**src/rtl/mem_port_arbiter.sv**
```systemverilog
// Shares one single-ported, variable-latency memory between the fetch and memory stages.
// Data accesses win arbitration unless fetch has been passed over STARVE_MAX times in a row.
module mem_port_arbiter #(
  parameter int AW         = 64,
  parameter int DW         = 64,
  parameter int STARVE_MAX = 4,
  parameter int TIMEOUT    = 32
) (
  input  logic          clock,
  input  logic          reset,
  input  logic          f_req,
  input  logic [AW-1:0] f_addr,
  output logic          f_valid,
  output logic [DW-1:0] f_rdata,
  output logic          f_err,
  output logic          f_stall,
  input  logic          m_req,
  input  logic          m_we,
  input  logic [AW-1:0] m_addr,
  input  logic [DW-1:0] m_wdata,
  output logic          m_valid,
  output logic [DW-1:0] m_rdata,
  output logic          m_err,
  output logic          m_stall,
  output logic          mem_req,
  output logic          mem_we,
  output logic [AW-1:0] mem_addr,
  output logic [DW-1:0] mem_wdata,
  input  logic          mem_ack,
  input  logic [DW-1:0] mem_rdata,
  output logic          busy
);
  typedef enum logic [1:0] {IDLE = 2'd0, F_WAIT = 2'd1, M_WAIT = 2'd2} state_t;

  localparam logic [3:0] STREAK_CAP = 4'(STARVE_MAX);
  localparam logic [7:0] WAIT_LAST  = 8'(TIMEOUT - 1);

  state_t        r_state;
  state_t        w_next;
  logic [3:0]    r_streak;
  logic [7:0]    r_wait;
  logic          r_mem_req;
  logic          r_mem_we;
  logic [AW-1:0] r_mem_addr;
  logic [DW-1:0] r_mem_wdata;
  logic          r_f_valid;
  logic [DW-1:0] r_f_rdata;
  logic          r_f_err;
  logic          r_m_valid;
  logic [DW-1:0] r_m_rdata;
  logic          r_m_err;
  logic          w_grant_m;
  logic          w_grant_f;
  logic          w_ack;
  logic          w_tmo;
  logic          w_done;

  function automatic logic [3:0] streak_inc(input logic [3:0] v);
    return (v >= STREAK_CAP) ? STREAK_CAP : v + 4'd1;
  endfunction

  always_ff @(posedge clock) begin
    if (reset) r_state <= IDLE;
    else       r_state <= w_next;
  end

  always_comb begin
    w_next = r_state;
    case (r_state)
      IDLE: begin
        if (w_grant_m)      w_next = M_WAIT;
        else if (w_grant_f) w_next = F_WAIT;
      end
      F_WAIT, M_WAIT: if (w_done) w_next = IDLE;
      default: w_next = IDLE;
    endcase
  end

  // Grant decisions are only taken in IDLE; ack and timeout are only honoured while waiting.
  always_comb begin
    w_grant_m = 1'b0;
    w_grant_f = 1'b0;
    w_ack     = 1'b0;
    w_tmo     = 1'b0;
    if (r_state == IDLE) begin
      w_grant_m = m_req && ((r_streak < STREAK_CAP) || !f_req);
      w_grant_f = f_req && !w_grant_m;
    end else begin
      w_ack = mem_ack;
      w_tmo = !mem_ack && (r_wait == WAIT_LAST);
    end
  end

  assign w_done = w_ack | w_tmo;

  always_ff @(posedge clock) begin
    if (reset) begin
      r_streak    <= '0;
      r_wait      <= '0;
      r_mem_req   <= 1'b0;
      r_mem_we    <= 1'b0;
      r_mem_addr  <= '0;
      r_mem_wdata <= '0;
      r_f_valid   <= 1'b0;
      r_f_rdata   <= '0;
      r_f_err     <= 1'b0;
      r_m_valid   <= 1'b0;
      r_m_rdata   <= '0;
      r_m_err     <= 1'b0;
    end else begin
      r_f_valid <= 1'b0;
      r_m_valid <= 1'b0;
      if (w_grant_m || w_grant_f) begin
        r_mem_req   <= 1'b1;
        r_mem_we    <= w_grant_m & m_we;
        r_mem_addr  <= w_grant_m ? m_addr : f_addr;
        r_mem_wdata <= w_grant_m ? m_wdata : '0;
        r_wait      <= '0;
      end else if (w_done) begin
        r_mem_req <= 1'b0;
        if (r_state == F_WAIT) begin
          r_f_valid <= 1'b1;
          r_f_err   <= w_tmo;
          r_f_rdata <= w_ack ? mem_rdata : '0;
        end else begin
          r_m_valid <= 1'b1;
          r_m_err   <= w_tmo;
          r_m_rdata <= (w_ack && !r_mem_we) ? mem_rdata : '0;
        end
      end else if (r_state != IDLE) begin
        r_wait <= r_wait + 8'd1;
      end
      // The streak only counts data wins that actually held fetch back.
      if (r_state == IDLE) begin
        if (!f_req || w_grant_f) r_streak <= '0;
        else if (w_grant_m)      r_streak <= streak_inc(r_streak);
      end
    end
  end

  assign mem_req   = r_mem_req;
  assign mem_we    = r_mem_we;
  assign mem_addr  = r_mem_addr;
  assign mem_wdata = r_mem_wdata;
  assign f_valid   = r_f_valid;
  assign f_rdata   = r_f_rdata;
  assign f_err     = r_f_err;
  assign m_valid   = r_m_valid;
  assign m_rdata   = r_m_rdata;
  assign m_err     = r_m_err;
  assign busy      = (r_state != IDLE);
  assign f_stall   = f_req & ~r_f_valid;
  assign m_stall   = m_req & ~r_m_valid;

endmodule

```
**config.mk**
```make
export PLATFORM = sky130hd
export DESIGN_NAME = mem_port_arbiter
export DESIGN_NICKNAME = d
export VERILOG_FILES = /design/src/rtl/mem_port_arbiter.sv
export SDC_FILE = /design/constraint.sdc
export NUM_CORES = 1
export LEC_CHECK = 0
export ABC_AREA = 1
export ABC_CLOCK_PERIOD_IN_PS = 1700
export CAP_MARGIN = 20
export CORE_AREA = 2 2 204 206
export DETAILED_ROUTE_END_ITERATION = 10
export DIE_AREA = 0 0 206 208
export GPL_TIMING_DRIVEN = 1
export HOLD_SLACK_MARGIN = 0.08
export PLACE_DENSITY_LB_ADDON = 0.08
export SLEW_MARGIN = 20
export SYNTH_ARGS = -nofsm -noshare
export SYNTH_HDL_FRONTEND = slang
export SYNTH_SLANG_ARGS = --single-unit
```
**constraint.sdc**
```tcl
create_clock -name clock -period 1.7 [get_ports clock]
set_input_delay 0.34 -clock clock [delete_from_list [all_inputs] [get_ports clock]]
set_output_delay 0.34 -clock clock [all_outputs]
set_load 0.02 [all_outputs]
```
==> metrics.md, run 1 <==
| Metric | Value |
|---|---|
| Final WL | `between 40 and 50 mm` |
| Slew Viols, Final | `0` |
| Area Overhead vs Synth | `72.5%` |
| Tot Pwr | `20.3 mW` |
| Largest net degree at the start of global routing | `123` |
| Setup TNS | `-98.6 ps` |
| Pint | `14.0 mW` |
| Die ar. | `42800 um^2` |
| Row Count | `74` |
| Power share of the sequential group | `between 30% and 40%` |
| Achievable frequency | `583 MHz` |
| Grt ovf | `0` |
| CTS tree | `built` |
| Number of synthesized register bits | `276` |
| Largest fanout on the critical path | `8` |
| Total global-route track usage | `about 20%` |
| Ys Warns | `0` |
| Wire per inst | `approximately 19 um` |
| Residual DRC | `0` |
| Mapped Nets | `1687` |
| Design area | `roughly 19000 um^2` |
| Cell Chain, Critical Path | `inv_2, ha_4, buf_4, nor2_4, nand3_4, nand2_8, buf_12, clkbuf_16, nand4_1, a21oi_1` |
| Crit path launch type | `flop` |
| Number of I/O port buffers | `about 530` |
| Final HPWL DP | `roughly 31 mm` |
| Reported max-cap violation count | `0` |
| Final hold vios | `0` |
| Vias | `roughly 12000` |
| Leak | `approximately 8.4 nW` |
| Maximum VDD drop | `0.679 mV` |
| Setup CP Type | `flop to flop` |
| NumNets Final | `2220` |
| WHS Path Cells | `3` |
| Crit share post-route | `101%` |
| Post-route ant nets | `0` |
| Die span in y | `208 um` |
| Htree depth | `2` |
| Post-Syn Area | `10900 um^2` |
| Syn_area_per_cell | `between 7 and 8 um^2` |
| Commonest non-fill, non-tap cell in the layout | `nand2_1` |
| Iter 0 DRT Violations | `664` |
| Clock share of power | `37.6%` |
| CTS root buf | `clkbuf_16` |
| First-pass GRT wire length | `roughly 67 mm` |
| Most frequent cells in the layout | `nand2_1, dfxtp_1, dlygate4sd2_1, clkdlybuf4s50_1, a21oi_1` |
| Initial antenna violation count | `2` |
| Placement-stage cell area | `17100 um^2` |
| DR pass1 iterations | `5` |
| Tmin final | `between 1500 and 2000 ps` |
| Combinational share of power | `26.8%` |
| CTS buffer count | `35` |
| Width of the die | `approximately 210 um` |
| Layout cells sized above 1 | `11.9%` |
| Max incr delay on CP | `330 ps` |
| Final setup violation count | `15` |
| Crit-path slowest cell | `dfxtp_2` |
| Switching share of total power | `30.9%` |
| NetSw | `6.26 mW` |
| Final Non-Filler Cells | `roughly 2500` |
| RD Place Congestion | `0.829` |
| Yosys cell types | `25` |
| Clock Pin Slew Worst Setup and Hold Paths | `60 ps` |
| Tightest Pin Transition | `638 ps` |
| DR vias/cell | `between 4 and 5` |
| Arrival time at the worst endpoint | `2170 ps` |
| R2R depth | `10` |
| Skew final | `21.1 ps` |
| Core box area | `40600 um^2` |
| Clock Tree Buf Depth | `3` |
| Power density over the cells | `between 1000 and 1500 nW/um^2` |
| Worst min path class | `primary input to flop` |
| Failing checks | `setup timing` |
| CTS sink cnt | `276` |
| Crit. End Element | `flop` |
| RSZ-0062 raised after global routing | `yes` |
| Worst-skew pair later-pin latency | `540 ps` |
| Vias in the first global route | `11200` |
| Status | `finished with violations` |
| Placed instance count | `~2400` |
| Slew HR | `57.5%` |
| CP Data Required Time | `2150 ps` |
| Ports | `between 500 and 600` |
| Initial core utilization | `26.8%` |
| Final worst slack | `-15.7 ps` |
| Gate Count Post-Synth | `1421` |
| Seq/Total Area, Yosys | `around half` |
-- path summary, 6_finish.rpt --
| kind | slack [ps] | from | endpoint |
|---|---|---|---|
| max reg2reg | -20 | r_state[1] | m_rdata[41] |
| min | 360 | m_wdata[55] | mem_wdata[55] |
| max | -20 | r_state[1] | m_rdata[41] |
| min reg2reg | 440 | r_streak[3] | r_streak[3] |
-- cells in the mapped netlist --
master,count,area (um^2)
ha_1,4,50.1
nand3_1,135,676
nand3_2,1,10.0
o21ai_1,1,5.00
buf_6,1,11.3
nand3b_1,12,90.1
o21ai_0,1,5.00
o211ai_1,64,480
nor2_2,1,6.26
inv_1,83,312
nor2_4,1,11.3
buf_2,35,175
nand2_2,2,12.5
nand4_1,55,344
xor2_1,5,43.8
or2_2,1,6.26
clkbuf_1,72,270
nor2_1,9,33.8
dfxtp_1,276,5530
a21oi_1,209,1050
nand2_1,432,1620
inv_2,3,11.3
buf_4,11,82.6
nor3_1,6,30.0
buf_1,1,3.75
-- routing by layer --
metal	up-vias	global-route usage (%)	routed length, um
met1	5523	24.7	20000
met3	56	5.69	3530
met4	2	5.34	918
met5	-	0	13
met2	389	34.4	22800
li1	5819	-	-
-- logic make-up (layout without fill, tap and decap cells) --
logic type / count (synthesis) / count (layout) / share of synthesized area [%]
other cells: 0 / 2 / 0
flops: 276 / 276 / 50.9
buf+inv: 206 / 764 / 7.97
fa+ha+maj: 4 / 4 / 0.461
compound gates: 275 / 275 / 14.1
xor+xnor: 5 / 5 / 0.403
simple gates: 655 / 656 / 26.2
-- power groups by stage --
stage	clock network [mW]	logic (mW)	registers, mW
6_report	7.64	5.43	7.23
4_1_cts	7.87	5.03	7.22
2_1_floorplan	0	1.86	7.96
3_5_place_dp	0	5.25	7.37
5_1_grt	8.11	5.85	7.28
3_3_place_gp	0	5.26	7.36
-- through the flow --
step / setup WS [ps] / hold slack, ps / utilization (%)
after floorplan: 48.3 / 414 / -
final: -15.7 / 359 / 46.2
after detailed placement: -345 / 437 / 42.1
after global placement: -325 / 427 / 42.1
after global routing: -90.0 / 358 / 46.2
after CTS: -57.0 / 314 / 44.5
-- registers in the layout, indices dropped and copies added, names as in the netlist --
register / cells
r_state: 2
f_err: 1
mem_addr: 64
m_rdata: 64
mem_we: 1
m_err: 1
mem_req: 1
r_wait: 8
r_streak: 4
mem_wdata: 64
f_valid: 1
f_rdata: 64
m_valid: 1
-- cell type report --
type                    count  area, um^2
multi-input cells         940        4800
repair buffers            615        6200
clock buffers              58        1140
flip-flops and latches    276        5530
fillers                  4160       21800
diodes                      2        5.00
inverters                  86         338
well taps                 532         666
clock inverters             5        53.8
-- worst max-delay path: cells and delay by family (launching register included) --
kind,cells,cell delay (ps)
fa+ha+maj,1,170
buf+inv,4,490
compound gates,1,130
flops,1,330
simple gates,4,490
-- timing repair --
item                                    CTS  global route
hold buffers                              1             0
hold endpoints to repair                  1             0
buffers inserted                          4             8
cloned                                    1            14
pin swaps                                 1            11
endpoints found under the setup margin  356           255
gates resized for setup                 278           108
No activity file was read; power rests on OpenSTA's default activity.
==> inputs of run 2 (changes only) <==
--- a/config.mk
+++ b/config.mk
@@ -8,9 +8,9 @@
 export ABC_AREA = 1
 export ABC_CLOCK_PERIOD_IN_PS = 1700
 export CAP_MARGIN = 20
-export CORE_AREA = 2 2 204 206
+export CORE_AREA = 2 2 203 205
 export DETAILED_ROUTE_END_ITERATION = 10
-export DIE_AREA = 0 0 206 208
+export DIE_AREA = 0 0 205 207
 export GPL_TIMING_DRIVEN = 1
 export HOLD_SLACK_MARGIN = 0.08
 export PLACE_DENSITY_LB_ADDON = 0.08
==> metrics.md, run 2 (same netlist as run 1, synthesis figures left out) <==
| Metric | Value |
|---|---|
| Status | `complete, no violations` |
| Power share of the sequential group | `36.2% (+0.6 points)` |
| First-pass GRT wire length | `66.6 mm (-1.2%)` |
| RD Place Congestion | `0.838 (+1.1%)` |
| Largest net degree at the start of global routing | `64 (-48%)` |
| Clock Tree Buf Depth | `3 (unchanged)` |
| Post-route ant nets | `0 (unchanged)` |
| DR pass1 iterations | `6 (+1)` |
| Reported max-cap violation count | `0 (unchanged)` |
| CTS buffer count | `35 (unchanged)` |
| Vias in the first global route | `11100 (-0.98%)` |
| Pint | `13.8 mW (-1.3%)` |
| Total global-route track usage | `20.1% (-0.036 points)` |
| Skew final | `16.0 ps (-5.17 ps)` |
| Ports | `527 (unchanged)` |
| Dpl ws | `-470 ps (-125 ps)` |
| CTS tree | `built` |
| Achievable frequency | `613 MHz (+5.2%)` |
| Width of the die | `205 um (-0.49%)` |
| Tmin final | `1630 ps (-84.4 ps)` |
| Crit. End Element | `primary output` |
| Layout cells sized above 1 | `8.38% (-3.5 points)` |
| Worst Hold Path EP | `mem_req` |
| Row Count | `74 (unchanged)` |
| Slew HR | `65.5% (+8.0 points)` |
| Maximum VDD drop | `0.606 mV (-11%)` |
| R2R depth | `9 (-1)` |
| CTS root buf | `clkbuf_16` |
| Residual DRC | `0 (unchanged)` |
| CTS sink cnt | `276 (unchanged)` |
| Final WL | `45.7 mm (-3.3%)` |
| Die span in y | `207 um (-0.48%)` |
| Power density over the cells | `1080 nW/um^2 (+0.10%)` |
| Htree depth | `2 (unchanged)` |
| Initial core utilization | `26.9% (+0.12 points)` |
| Worst-skew pair later-pin latency | `530 ps (about the same)` |
| Iter 0 DRT Violations | `611 (-8.0%)` |
| Leak | `8.25 nW (-1.5%)` |
| Grt ovf | `0 (unchanged)` |
| Core box area | `40400 um^2 (-0.46%)` |
| Arrival time at the worst endpoint | `1290 ps (-880 ps)` |
| Clock share of power | `37.8% (+0.2 points)` |
| Initial antenna violation count | `5 (+3)` |
| Switching share of total power | `30.5% (-0.40 points)` |
| Commonest non-fill, non-tap cell in the layout | `nand2_1` |
| Hold wc startpoint | `reset` |
| # hold bufs at CTS | `0 (-1)` |
| Design area | `18400 um^2 (-2.0%)` |
| Placement-stage cell area | `17200 um^2 (+0.48%)` |
| Internal reg-to-reg setup slack | `90 ps (+110 ps)` |
| NetSw | `6.06 mW (-3.2%)` |
| End of the worst register-to-register path | `m_rdata[3]` |
| Setup CP Type | `flop to primary output` |
| DR vias/cell | `4.63 (-1.3%)` |
| Slew Viols, Final | `0 (unchanged)` |
| Final hold vios | `0 (unchanged)` |
| Placed instance count | `2430 (+0.37%)` |
| Tightest Pin Transition | `518 ps (-120 ps)` |
| Crit share post-route | `96.0% (-5.0 points)` |
| Most frequent cells in the layout | `nand2_1, dfxtp_1, dlygate4sd2_1, clkdlybuf4s50_1, a21oi_1` |
| Largest fanout on the critical path | `4 (-4)` |
| Die ar. | `42400 um^2 (-0.96%)` |
| WHS Path Cells | `4 (+1)` |
| Final setup violation count | `0 (-15)` |
| Wire per inst | `18.2 um (-3.1%)` |
| Number of I/O port buffers | `526 (unchanged)` |
| CP Data Required Time | `1360 ps (-790 ps)` |
| Combinational share of power | `26.0% (-0.8 points)` |
| Final worst slack | `68.7 ps (+84.4 ps)` |
| Crit path launch type | `flop` |
| Worst reg2reg startpoint | `r_wait[0]` |
| Final Non-Filler Cells | `2507 (-0.28%)` |
| Worst min path class | `primary input to flop` |
| Final HPWL DP | `31.2 mm (+0.20%)` |
| Vias | `11600 (-1.6%)` |
| NumNets Final | `2212 (-0.36%)` |
| Clock Pin Slew Worst Setup and Hold Paths | `50 ps (about the same)` |
| Area Overhead vs Synth | `69.0%` |
run 2: through the flow:
step / hold slack [ps] / total power [mW] / setup TNS (ps) / util [%]
finish: 145 / 19.9 / 0 / 45.5
detailed placement: 440 / 12.6 / -81050 / 42.5
global placement: 439 / 12.6 / -81470 / 42.5
CTS: 108 / 19.9 / -50.5 / 44.7
floorplan: 414 / 9.82 / 0 / -
global route: 160 / 20.9 / -20.2 / 45.5
run 2: worst max path at each step:
stage                    start     endpoint  cells past startpoint
floorplan           r_state[0]  m_rdata[18]                      9
global placement         f_req      f_stall                      4
detailed placement       f_req      f_stall                      4
CTS                 r_state[1]         busy                      4
global route         r_wait[0]  m_rdata[29]                      9
finish              r_state[0]         busy                      4
run 2: repair_timing:
action                                 4_1_cts  5_1_grt
gates resized for setup                    280       32
cloned                                       1        7
setup endpoints to repair                  353      178
endpoints found under the hold margin        0        0
pin swaps                                    1        5
buffers inserted                             0        3
run 2: critical path, stage by stage, from the launching register on:
cell and delay (ps):
dfxtp_2 320, inv_1 90, ha_4 190, inv_6 50
buf_6 130
run 2: cell type report:
| type | count | area (um^2) |
|---|---|---|
| antenna | 5 | 12.5 |
| clock buffer | 55 | 1080 |
| clock inverter | 6 | 80.1 |
| fill | 4195 | 22000 |
| inverter | 86 | 339 |
| multi-input combinational | 939 | 4580 |
| sequential | 276 | 5530 |
| tap | 532 | 666 |
| timing repair buffer | 608 | 6060 |
run 2: power groups by stage:
stage / Clock (mW) / Combinational [mW] / Sequential (mW)
floorplan: 0 / 1.86 / 7.96
global placement: 0 / 5.23 / 7.35
detailed placement: 0 / 5.24 / 7.36
CTS: 7.76 / 4.97 / 7.21
global route: 8.04 / 5.58 / 7.27
finish: 7.52 / 5.17 / 7.21
run 2: metal layers:
metal / up-vias / track usage, % / routed length, um
li1: 5801 / - / -
met1: 5313 / 24.5 / 19000
met2: 405 / 33.1 / 21500
met3: 78 / 5.62 / 3580
met4: 2 / 8.53 / 1550
met5: - / 0 / 18
==> inputs of run 3 (changes only) <==
--- a/config.mk
+++ b/config.mk
@@ -14,7 +14,6 @@
 export GPL_TIMING_DRIVEN = 1
 export HOLD_SLACK_MARGIN = 0.08
 export PLACE_DENSITY_LB_ADDON = 0.08
-export SLEW_MARGIN = 20
 export SYNTH_ARGS = -nofsm -noshare
 export SYNTH_HDL_FRONTEND = slang
 export SYNTH_SLANG_ARGS = --single-unit
==> results of run 3 <==
No change in the layout: final DEF, timing and power equal those of run 2.
